[src/rtl/branch_stack_pkg.sv]
`default_nettype none
// ============================================================================
// branch_stack_pkg : shared state encodings and default sizes for branch_stack
// Rev 1.0
// ============================================================================
package branch_stack_pkg;

    localparam int BS_DATA_LEN = 8;
    localparam int BS_DEPTH    = 16;

    typedef enum logic [2:0] {
        BS_IDLE = 3'b000,
        BS_PUSH = 3'b001,
        BS_POP  = 3'b010,
        BS_SWAP = 3'b011,
        BS_HOLD = 3'b100
    } bs_state_e;

endpackage
`default_nettype wire

[src/rtl/branch_stack_strobe_edge.sv]
`default_nettype none
// ============================================================================
// strobe_edge : sanitises a possibly floating strobe and flags its rising edge
// Rev 1.0
// ============================================================================
module strobe_edge (
    input  logic clk,
    input  logic rstn,
    input  logic strobe_i,
    output logic level_o,
    output logic rise_o
);

    logic level_q;

    // A floating (z) or unknown strobe from the PC counts as inactive.
    assign level_o = (strobe_i === 1'b1);
    assign rise_o  = level_o & ~level_q;

    always_ff @(posedge clk or negedge rstn) begin
        if (!rstn) begin
            level_q <= 1'b0;
        end else begin
            level_q <= level_o;
        end
    end

endmodule
`default_nettype wire

[src/rtl/branch_stack.sv]
`default_nettype none
// ============================================================================
// branch_stack : edge-triggered LIFO of branch/return targets beside the PC
// Rev 1.0
// ============================================================================
module branch_stack
    import branch_stack_pkg::*;
#(
    parameter int DATA_LEN = BS_DATA_LEN,
    parameter int DEPTH    = BS_DEPTH
) (
    input  logic                     clk,
    input  logic                     rstn,
    input  logic                     en,
    input  logic                     stk_push,
    input  logic                     stk_pop,
    input  logic [DATA_LEN-1:0]      stk_data_in,
    output logic [DATA_LEN-1:0]      stk_data_out,
    output logic [$clog2(DEPTH):0]   stk_count,
    output logic                     stk_full,
    output logic                     stk_empty,
    output logic                     op_done,
    output logic                     ovf_err,
    output logic                     unf_err,
    input  logic                     err_clr
);

    localparam int AW  = $clog2(DEPTH);
    localparam int SPW = AW + 1;

    logic push_lvl, push_rise, pop_lvl, pop_rise;

    strobe_edge u_push_edge (
        .clk      (clk),
        .rstn     (rstn),
        .strobe_i (stk_push),
        .level_o  (push_lvl),
        .rise_o   (push_rise)
    );

    strobe_edge u_pop_edge (
        .clk      (clk),
        .rstn     (rstn),
        .strobe_i (stk_pop),
        .level_o  (pop_lvl),
        .rise_o   (pop_rise)
    );

    bs_state_e           state_q, state_d;
    logic [SPW-1:0]      sp_q, sp_d;
    logic [SPW-1:0]      sp_m1;
    logic [DATA_LEN-1:0] dout_q, dout_d;
    logic                op_done_q, op_done_d;
    logic                ovf_q, ovf_d;
    logic                unf_q, unf_d;
    logic                mem_we;
    logic [DATA_LEN-1:0] mem [DEPTH];

    assign sp_m1     = sp_q - SPW'(1);
    assign stk_full  = (sp_q == SPW'(DEPTH));
    assign stk_empty = (sp_q == '0);

    always_comb begin
        state_d   = state_q;
        sp_d      = sp_q;
        dout_d    = dout_q;
        op_done_d = 1'b0;
        ovf_d     = err_clr ? 1'b0 : ovf_q;
        unf_d     = err_clr ? 1'b0 : unf_q;
        mem_we    = 1'b0;
        case (state_q)
            BS_IDLE: begin
                if (en) begin
                    if (push_rise && pop_rise) begin
                        state_d = BS_SWAP;
                    end else if (push_rise) begin
                        state_d = BS_PUSH;
                    end else if (pop_rise) begin
                        state_d = BS_POP;
                    end
                end
            end
            BS_PUSH: begin
                op_done_d = 1'b1;
                state_d   = BS_HOLD;
                if (!stk_full) begin
                    mem_we = 1'b1;
                    sp_d   = sp_q + SPW'(1);
                end else begin
                    ovf_d = 1'b1;
                end
            end
            BS_POP: begin
                op_done_d = 1'b1;
                state_d   = BS_HOLD;
                if (!stk_empty) begin
                    dout_d = mem[sp_m1[AW-1:0]];
                    sp_d   = sp_m1;
                end else begin
                    unf_d = 1'b1;
                end
            end
            BS_SWAP: begin
                op_done_d = 1'b1;
                state_d   = BS_HOLD;
                dout_d    = stk_data_in;
            end
            BS_HOLD: begin
                // Strobes must both drop before any new edge is serviced.
                if (!push_lvl && !pop_lvl) begin
                    state_d = BS_IDLE;
                end
            end
            default: begin
                state_d = BS_IDLE;
            end
        endcase
    end

    always_ff @(posedge clk or negedge rstn) begin
        if (!rstn) begin
            state_q   <= BS_IDLE;
            sp_q      <= '0;
            dout_q    <= '0;
            op_done_q <= 1'b0;
            ovf_q     <= 1'b0;
            unf_q     <= 1'b0;
        end else begin
            state_q   <= state_d;
            sp_q      <= sp_d;
            dout_q    <= dout_d;
            op_done_q <= op_done_d;
            ovf_q     <= ovf_d;
            unf_q     <= unf_d;
        end
    end

    always_ff @(posedge clk) begin
        if (mem_we) begin
            mem[sp_q[AW-1:0]] <= stk_data_in;
        end
    end

    // op_done rises together with the updated data/count it announces.
    assign stk_data_out = dout_q;
    assign stk_count    = sp_q;
    assign op_done      = op_done_q;
    assign ovf_err      = ovf_q;
    assign unf_err      = unf_q;

endmodule
`default_nettype wire

[config.mk]
export PLATFORM = sky130hd
export DESIGN_NAME = branch_stack
export DESIGN_NICKNAME = d
export VERILOG_FILES = /design/src/rtl/branch_stack_pkg.sv /design/src/rtl/branch_stack_strobe_edge.sv /design/src/rtl/branch_stack.sv
export SDC_FILE = /design/constraint.sdc
export NUM_CORES = 1
export LEC_CHECK = 0
export CORE_MARGIN = 2
export CORE_UTILIZATION = 25
export CTS_CLUSTER_DIAMETER = 60
export DETAILED_ROUTE_END_ITERATION = 7
export DONT_BUFFER_PORTS = 1
export GPL_TIMING_DRIVEN = 0
export PLACE_DENSITY = 0.4
export SLEW_MARGIN = 0
export SYNTH_ARGS = -nofsm -noshare
export SYNTH_HDL_FRONTEND = slang
export SYNTH_SLANG_ARGS = --single-unit
[constraint.sdc]
create_clock -name clk -period 3 [get_ports clk]
set_clock_uncertainty 0.2 [all_clocks]
set_input_delay 0.3 -clock clk [delete_from_list [all_inputs] [get_ports clk]]
set_output_delay 0.3 -clock clk [all_outputs]
set_load 0.03 [all_outputs]
* Word level (Yosys, flattened, before mapping)
Memories as Yosys holds them, arrays and structs flattened. Index checks and enable logic that the tools add are counted.
Operators by class: multiplexer cells 22, reduce and logical (&&, ||, !) cells 12, add/sub/neg operators 2, equal/unequal tests 12, bitwise logic cells 4
Operator list (count):
- 8-bit case mux with 2 select lines | 1
- 3-bit 2-to-1 mux | 5
- 1-bit 2-to-1 mux | 11
- 5-bit 2-to-1 mux | 2
- 5-bit case mux with 2 select lines | 1
- 3-bit case mux with 3 select lines | 1
- 8-bit 2-to-1 mux | 1
- 2-bit != test, second input constant | 4
- 3-bit by 2-bit == test with 1-bit output, second input constant | 2
- 3-bit AND reduction | 2
- 5-bit by 1-bit adder with 5-bit output, second input constant | 1
- 5-bit == test, second input constant | 1
- 5-bit zero test | 1
- 5-bit by 1-bit subtractor with 5-bit output, second input constant | 1
- 4-bit != test, second input constant | 1
- 2-bit nonzero test | 2
- 3-bit by 1-bit == test with 1-bit output, second input constant | 1
- 3-bit == test, second input constant | 1
- 3-bit zero test | 1
- 3-bit OR reduction | 1
- 1-bit AND | 2
- 1-bit case equality test, second input constant | 2
- 1-bit logical AND | 2
- 1-bit zero test | 2
- 2 further kinds | 3
Word-level totals: memories 1, register bits 21, logic and storage cells 61, memory bits (writable) 128, input bits 14, output and inout bits 18
Memory list:
- mem | words 16, bits a word 8, read ports 1, clocked after memory_dff 0, wr ports 1, line branch_stack.sv:57 | logic [DATA_LEN-1:0] mem [DEPTH];

* Longest topological paths before layout
Gate-level depths: netlist (run 1).
depth after elaboration 7, mapped depth 7, mapped depth without buffers 6

* Hierarchy
A second synthesis (run 1) with hierarchy kept.
Unflattened totals: cell total of the unflattened synthesis 306, area, all modules 6054.6 um2
By module, submodules not included:
- branch_stack | seq. area each 4319.1 um2, cells each 300, instances 1, area each 5962.0 um2
- strobe_edge | seq. area each 25.0 um2, cells each 3, instances 2, area each 46.3 um2

* Worst setup path before layout (run 1)
No wires, ideal clock.
kind register to register, from register sp_q[0], in the netlist stk_count[0], to register dout_q[1], in the netlist stk_data_out[1], period minus slack after synthesis 2792 ps, required time 2650 ps, arrival 2442 ps, path slack 208 ps, buffers on the path 1, setup time 150 ps, cell stages (with the launch flop) 8, cells stage by stage dfrtp_1 > clkinv_2 > ha_1 > xor2_2 > buf_6 > mux4_1 > mux2i_1 > a221oi_1
Between the ends: longest elaborated chain between the ends 4, elaborated cells on any way between the ends 7, classes of those cells add/sub (1); eq/ne (1); mux (2); reduce/logical (2); memory (1)
RTL lines:
- from (decl) | line branch_stack.sv:50 | logic [SPW-1:0] sp_q, sp_d;
- from (signal assigned) | line branch_stack.sv:130 | sp_q <= sp_d;
- 5-bit by 1-bit subtractor with 5-bit output | line branch_stack.sv:59 | assign sp_m1 = sp_q - SPW'(1);
- memory 16 x 8 bit
- 8-bit 2-to-1 mux | line branch_stack.sv:96 | if (!stk_empty) begin
- 8-bit case mux with 2 select lines | line branch_stack.sv:71 | case (state_q)
- to (signal assigned) | line branch_stack.sv:131 | dout_q <= dout_d;
- to (decl) | line branch_stack.sv:52 | logic [DATA_LEN-1:0] dout_q, dout_d;
Parallel ways exist; a longest one is shown, timed or not. The select of a mux whose other input is x is not followed. A chain may end at the register's enable or synchronous reset.

* Worst setup path after layout (run 1)
from register sp_q[0], in the netlist stk_count[0], to register dout_q[7], in the netlist stk_data_out[7]
The elaborated chain is that of the path after synthesis.

==> results of run 1 <==
through the flow:
stage / std cells / power, uW
after floorplan: 301 / 4230
after global placement: 620 / 4870
after detailed placement: 620 / 4880
after CTS: 666 / 7230
after global routing: 666 / 7440
final: 666 / 7110
cell type report:
class	instances	area, sq um
Buffer	11	75.1
Inverter	5	31.3
Tap cell	319	399
Clock inverter	14	159
Sequential cell	149	4370
Clock buffer	18	429
Multi-Input combinational cell	135	1570
Timing Repair Buffer	15	158
Fill cell	2339	16300
state kept, by name (all words and copies together), names as in the netlist:
register and count:
stk_count 5, state_q 3, ovf_err 1, stk_data_out 8
unf_err 1, mem 128, u_push_edge.level_q 1, op_done 1
u_pop_edge.level_q 1
timing repair:
item | 4_1_cts | 5_1_grt
cloned | 0 | 0
endpoints found under the hold margin | 164 | 0
hold buffers | 13 | 0
endpoints found under the setup margin | 42 | 4
setup buffers | 2 | 0
resized for setup | 14 | 1
pin swaps | 1 | 0
power breakdown:
group / switching [uW] / internal, uW / leakage (uW) / total (uW)
registers: 310 / 2370 / 0.00141 / 2680
logic: 1170 / 1130 / 0.000720 / 2300
clock network: 832 / 1300 / 0.000287 / 2130
total: 2310 / 4800 / 0.00241 / 7110
layer usage:
metal / share of wire, % / vias to the layer above / track usage (%)
li1: - / 1312 / -
met1: 45 / 1574 / 14.8
met2: 50 / 51 / 19.3
met3: 3.6 / 11 / 2.92
met4: 1.4 / 0 / 4.46
met5: 0 / - / 0
synth_stat cells, types with 2 or more instances:
cell	n
nor2_1	19
nor3b_1	3
clkbuf_1	6
a221oi_1	8
edfxtp_1	128
nand2b_1	2
buf_6	3
xnor2_1	2
or3b_1	2
mux4_2	11
mux2i_1	17
dfrtp_1	21
a21oi_1	3
buf_2	2
mux4_1	21
xor2_1	3
o22ai_1	8
inv_1	4
o21ai_0	2
nand2_1	11
ha_1	5
nand3_1	2
placed cells by master (no fill, tap or decap), drive strengths merged, types with 2 or more instances in the layout:
master / count
a21oi: 3
a221oi: 8
buf: 8
bufinv: 3
clkbuf: 23
clkinv: 10
dfrtp: 21
dlygate4sd3: 13
edfxtp: 128
ha: 5
inv: 5
mux2i: 17
mux4: 32
nand2: 11
nand2b: 2
nand3: 2
nor2: 19
nor3b: 4
o21ai: 2
o22ai: 8
or3b: 2
xnor2: 2
xor2: 4
cells by family after synthesis:
family          synth area share (%)
flops                           72.8
mux                             16.1
simple gates                    4.27
compound gates                  3.27
buf+inv                         1.50
xor+xnor                        1.00
fa+ha+maj                       1.04
worst min path at each step:
stage | from | endpoint | slack (ns) | cells past startpoint
after floorplan | rstn | op_done$_DFF_PN0_ | -0.20 | 0
after global placement | rstn | stk_count[3]$_DFFE_PN0P_ | -0.20 | 0
after detailed placement | rstn | stk_count[0]$_DFFE_PN0P_ | -0.20 | 0
after CTS | u_push_edge.level_q$_DFF_PN0_ | state_q[0]$_DFFE_PN0P_ | 0.20 | 1
after global routing | u_push_edge.level_q$_DFF_PN0_ | state_q[0]$_DFFE_PN0P_ | 0.21 | 1
final | u_push_edge.level_q$_DFF_PN0_ | state_q[0]$_DFFE_PN0P_ | 0.20 | 1
==> summary.txt, run 1 <==
Status
  • Status: finished, final reports clean

Synthesis
  • Leading area contributor after synthesis: edfxtp_1
  • Share of flip-flops with an asynchronous set or reset: 14.1%
  • Synth Net Count: 320
  • #FFs+latches synth: roughly 150
  • Share of the synthesized area in the top cell type: between 60% and 70%
  • Post-Syn Area: around 6000 sq um
  • Register area share after synthesis: between 70 and 80%
  • Syn Area/Cell: 19.9 sq um
  • Top post-synthesis cells by area: edfxtp_1 64%, mux4_1 9.2%, dfrtp_1 8.8%, mux4_2 4.1%, mux2i_1 2.8%
  • Mapped Cells: roughly 300
  • Top_reg_cell synth: edfxtp_1
  • Yosys warning count: 0
  • Netlist cell types: 40
  • EDFF count, synth: 128

Finish
  • Nets: 353
  • Design Area, Final: 7190 sq um
  • Share of layout cells above drive strength 1: between 10% and 20%
  • Utilization after layout: a little under a third
  • Synth-to-layout area growth: 19.8%
  • Antenna diode count: 0

CTS
  • Root Driver: clkbuf_16
  • H-tree depth: 4
  • Total CTS buffers: 17
  • # clock sinks: around 150
  • Clock transition at path regs: 0.06 ns
  • CTS Buffer Depth: 2
  • Worst-skew pair later-pin latency: roughly 0.42 ns
  • CTS tree: yes

GRT
  • First-pass GRT wire length: between 20 and 25 mm
  • Grt total ovfl: 0
  • Initial antenna violation count: 0
  • Global-route total usage across every layer: between 10% and 20%
  • Largest net degree at the start of global routing: 22
  • Vias in the first global route: between 3000 and 4000

Setup path
  • Buf/Inv on CP: 3
  • Largest delay share family, worst path: multiplexers
  • Worst EP required: a little over 3 ns
  • CP endpoint: stk_data_out[7]$_DFFE_PN0P_
  • Worst r2r dst: stk_data_out[7]$_DFFE_PN0P_
  • Worst Setup SP: stk_count[0]$_DFFE_PN0P_
  • Worst-path cell chain: clkinv_8 > ha_2 > xor2_4 > buf_12 > buf_6 > mux4_1 > mux2i_2 > a221oi_1
  • Worst reg-to-reg setup slack: 0.12 ns
  • CP arrival: 2.93 ns
  • Critical path class: reg2reg
  • Slowest CP cell: mux4_1
  • Startpoint Class: flop
  • Worst Path Max Fanout: 11
  • Crit. path cell count: 8
  • R2r startpoint: stk_count[0]$_DFFE_PN0P_
  • Crit. End Element: flop
  • Cells on worst reg2reg path: 8
  • CP peak stage delay: roughly 0.63 ns

Routing
  • ANT nets after route: 0
  • Drt total wl: approximately 14 mm
  • Routed via count: a little under 3000
  • DRT iter0 DRCs: between 200 and 300
  • Post-route DRC: 0
  • Drt via density: roughly 4.4
  • Detailed Routing Iterations Pass 1: 4
  • Wirelength per Cell: around 21 um

Timing
  • Minimum clock period: between 2 and 3 ns
  • RSZ-0062 raised after global routing: false
  • Pins Over Slew Limit: 0
  • Crit share post-route: a little over nine tenths
  • Fmax achieved: between 0.3 and 0.4 GHz
  • Setup TNS: 0 ns
  • Hold_ws: ~0.2 ns
  • Slew HR: between 20% and 30%
  • Final worst setup slack: between 0.1 and 0.15 ns
  • # setup viols final: 0
  • Final hold vios: 0
  • Worst-Margin Slew: 1.11 ns

Min path
  • Hold crit path type: reg2reg

Place
  • DP Area: 6400 sq um
  • # port buffers: 0
  • GPL Wtd Cong: approximately 0.74
  • HPWL after DPL: just under 9 mm
  • Placement Setup Slack: -0.712 ns

Floorplanning
  • Core Area: between 20000 and 25000 sq um
  • Top Ports: 32
  • Die Span Y: about 160 um
  • Die Wd: approximately 160 um
  • Starting Density: between 20% and 30%
  • FP Rows: between 50 and 60
  • Die area: between 20000 and 30000 sq um

Power
  • Peak VDD IR: between 0.4 and 0.5 mV
  • PD cells: a little under 1000 nW/um^2
  • Lkg Pwr: 0.00241 uW

Flow run
  • Maxcap violations: 0
Note: power is estimated with default switching activity, not from simulation.
==> run 2, diff against run 1 <==
--- a/config.mk
+++ b/config.mk
@@ -12,6 +12,7 @@
 export DONT_BUFFER_PORTS = 1
 export GPL_TIMING_DRIVEN = 0
 export PLACE_DENSITY = 0.4
+export SETUP_SLACK_MARGIN = 0.3
 export SLEW_MARGIN = 0
 export SYNTH_ARGS = -nofsm -noshare
 export SYNTH_HDL_FRONTEND = slang
==> run 2 against run 1 <==
Against the previous run:
- power is 1.4% higher
- fmax grew 6.4%
- die area unchanged
- wire length is 1.3% lower
- core utilization grew 0.30 points
- clock power down 3%
- critical path depth decreased by 3
- cell area grew 0.99%
- clock-buffer cell count did not move
- first-iteration DRC count shrank 30%
- largest cell class unchanged
==> summary.txt, run 2 (synthesis results as in run 1) <==
Setup path
  • CP arrival: 2.54 ns (was 2.93 ns)
  • Critical path class: reg2reg (unchanged)
  • Crit. path cell count: 5 (was 8)
  • Cells on worst reg2reg path: 5 (was 8)
  • R2r startpoint: stk_count[0]$_DFFE_PN0P_ (unchanged)
  • Worst reg-to-reg setup slack: 0.30 ns (was 0.12 ns)
  • Worst Path Max Fanout: 10 (was 11)
  • Startpoint Class: flop (unchanged)
  • Buf/Inv on CP: 2 (was 3)
  • CP peak stage delay: 0.91 ns (was 0.63 ns)
  • Largest delay share family, worst path: simple AND/OR/NAND/NOR gates (was multiplexers)
  • Crit. End Element: flop (unchanged)
  • Worst EP required: 2.83 ns (was 3.05 ns)
  • Slowest CP cell: nor2_1 (was mux4_1)
  • Worst r2r dst: mem[6][3]$_DFFE_PP_ (was stk_data_out[7]$_DFFE_PN0P_)
  • Worst-path cell chain: clkinv_8 > buf_4 > ha_1 > nand2_1 > nor2_1 (was clkinv_8 > ha_2 > xor2_4 > buf_12 > buf_6 > mux4_1 > mux2i_2 > a221oi_1)

Flow run
  • Maxcap violations: 0 (unchanged)

Timing
  • # setup viols final: 0 (unchanged)
  • Slew HR: 22.3% (was 25.8%)
  • Hold_ws: 0.203 ns (was 0.200 ns)
  • Final hold vios: 0 (unchanged)
  • Final worst setup slack: 0.296 ns (was 0.123 ns)
  • Minimum clock period: 2.70 ns (was 2.88 ns)
  • Worst-Margin Slew: 1.16 ns (was 1.11 ns)
  • Fmax achieved: 0.370 GHz (was 0.348 GHz)
  • Setup TNS: 0 ns (unchanged)
  • Pins Over Slew Limit: 0 (unchanged)
  • RSZ-0062 raised after global routing: true (was false)
  • Crit share post-route: 90.1% (was 95.9%)

Power
  • Peak VDD IR: 0.426 mV (was 0.478 mV)
  • PD cells: 992 nW/um^2 (was 988 nW/um^2)
  • Lkg Pwr: 0.00240 uW (was 0.00241 uW)

Routing
  • Wirelength per Cell: 20.8 um (was 21.2 um)
  • DRT iter0 DRCs: 196 (was 279)
  • Drt via density: 4.45 (was 4.43)
  • Routed via count: 2989 (was 2948)
  • ANT nets after route: 0 (unchanged)
  • Detailed Routing Iterations Pass 1: 4 (unchanged)
  • Post-route DRC: 0 (unchanged)
  • Drt total wl: 14.0 mm (was 14.1 mm)

GRT
  • Vias in the first global route: 3210 (was 3146)
  • Grt total ovfl: 0 (unchanged)
  • Largest net degree at the start of global routing: 22 (unchanged)
  • Initial antenna violation count: 1 (was 0)
  • Global-route total usage across every layer: 11.6% (was 11.7%)
  • First-pass GRT wire length: 20.9 mm (was 21.1 mm)

CTS
  • # clock sinks: 149 (unchanged)
  • Worst-skew pair later-pin latency: 0.41 ns (was 0.42 ns)
  • CTS Buffer Depth: 2 (unchanged)
  • H-tree depth: 4 (unchanged)
  • Total CTS buffers: 17 (unchanged)
  • CTS tree: yes (unchanged)
  • Clock transition at path regs: 0.06 ns (about the same)
  • Root Driver: clkbuf_16 (unchanged)

Floorplanning
  • Top Ports: 32 (unchanged)
  • Die Span Y: 159 um (unchanged)
  • FP Rows: 56 (unchanged)
  • Core Area: 23500 sq um (unchanged)
  • Die Wd: 159 um (unchanged)
  • Starting Density: 25.5% (unchanged)
  • Die area: 25300 sq um (unchanged)

Finish
  • Most frequent cells in the layout: 128 x edfxtp_1, 19 x dfrtp_1, 18 x mux4_1 (was 128 x edfxtp_1, 21 x mux4_1, 19 x nor2_1, 19 x dfrtp_1, 17 x clkbuf_16)
  • Largest register FFs: 128 (unchanged)
  • Nets: 357 (was 353)
  • Share of layout cells above drive strength 1: 22.5% (was 17.0%)
  • Synth-to-layout area growth: 21.0% (was 19.8%)
  • Commonest non-fill, non-tap cell in the layout: edfxtp_1 (unchanged)

Place
  • HPWL after DPL: 8.90 mm (was 8.95 mm)
  • # port buffers: 0 (unchanged)
  • Placement Setup Slack: -0.422 ns (was -0.712 ns)
  • GPL Wtd Cong: 0.745 (was 0.740)

Min path
  • Hold EP: state_q[1]$_DFFE_PN0P_ (was state_q[0]$_DFFE_PN0P_)
  • Hold crit path type: reg2reg (unchanged)
  • Min-delay src: u_pop_edge.level_q$_DFF_PN0_ (was u_push_edge.level_q$_DFF_PN0_)
  • Hold path cells: 1 (unchanged)

Status
  • Status: finished, final reports clean (unchanged)
[run 2: cell count changes in the layout (fill, tap and decap cells not counted), moves of 2 or more]
| cell | previous run | this run |
|---|---|---|
| nor2_1 | 19 | 9 |
| nor2_2 | 0 | 10 |
| mux2i_1 | 15 | 10 |
| mux2i_2 | 2 | 7 |
| clkinv_1 | 3 | 7 |
| buf_4 | 1 | 4 |
| buf_6 | 3 | 0 |
| buf_8 | 0 | 3 |
| clkinv_4 | 3 | 0 |
| mux4_1 | 21 | 18 |
| mux4_2 | 11 | 14 |
| inv_1 | 4 | 2 |
[run 2: area by class of cell]
class | count | area [sq um]
flip-flops and latches | 149 | 4370
multi-input cells | 135 | 1610
fillers | 2320 | 16300
inverters | 5 | 33.8
well taps | 319 | 399
plain buffers | 12 | 93.8
repair buffers | 18 | 180
clock buffers | 18 | 429
diodes | 1 | 2.50
clock inverters | 14 | 141
[run 2: what timing repair did]
| action | in CTS | in global routing |
|---|---|---|
| gates resized for setup | 18 | 23 |
| setup buffers | 2 | 3 |
| hold buffers | 13 | 0 |
| endpoints found under the hold margin | 164 | 0 |
| endpoints found under the setup margin | 75 | 121 |
| pin swaps | 0 | 1 |
[run 2: stage by stage]
stage	cells	cell area (sq um)	util, %	total power [uW]
after global routing	671	7260	30.9	7560
after global placement	620	6400	27.2	4870
after CTS	667	7190	30.6	7170
final	671	7260	30.9	7210
after floorplan	301	6010	-	4230
after detailed placement	620	6400	27.2	4870
[run 2: routing by layer]
layer / part of all wire [%] / global-route usage [%] / vias to the layer above
met5: 0 / 0 / -
met4: 1.8 / 4.38 / 0
met3: 5.3 / 3.65 / 22
met2: 51 / 19.5 / 63
met1: 42 / 13.9 / 1577
li1: - / - / 1327
[run 2: how the worst max path moves through the flow]
stage	start	to	slack, ns
after global placement	stk_count[0]$_DFFE_PN0P_	stk_data_out[5]$_DFFE_PN0P_	-0.41
final	stk_count[0]$_DFFE_PN0P_	mem[6][3]$_DFFE_PP_	0.30
after detailed placement	stk_count[0]$_DFFE_PN0P_	stk_data_out[5]$_DFFE_PN0P_	-0.42
after CTS	state_q[0]$_DFFE_PN0P_	mem[2][3]$_DFFE_PP_	0.25
after global routing	state_q[0]$_DFFE_PN0P_	mem[6][7]$_DFFE_PP_	0.03
after floorplan	stk_count[0]$_DFFE_PN0P_	stk_data_out[1]$_DFFE_PN0P_	0.37
[run 2: where the power goes]
part	internal, uW	leakage [uW]	total, uW	switching, uW
clock network	1280	0.000272	2070	786
registers	2370	0.00141	2690	318
logic	1240	0.000719	2450	1210
total	4890	0.00240	7210	2320
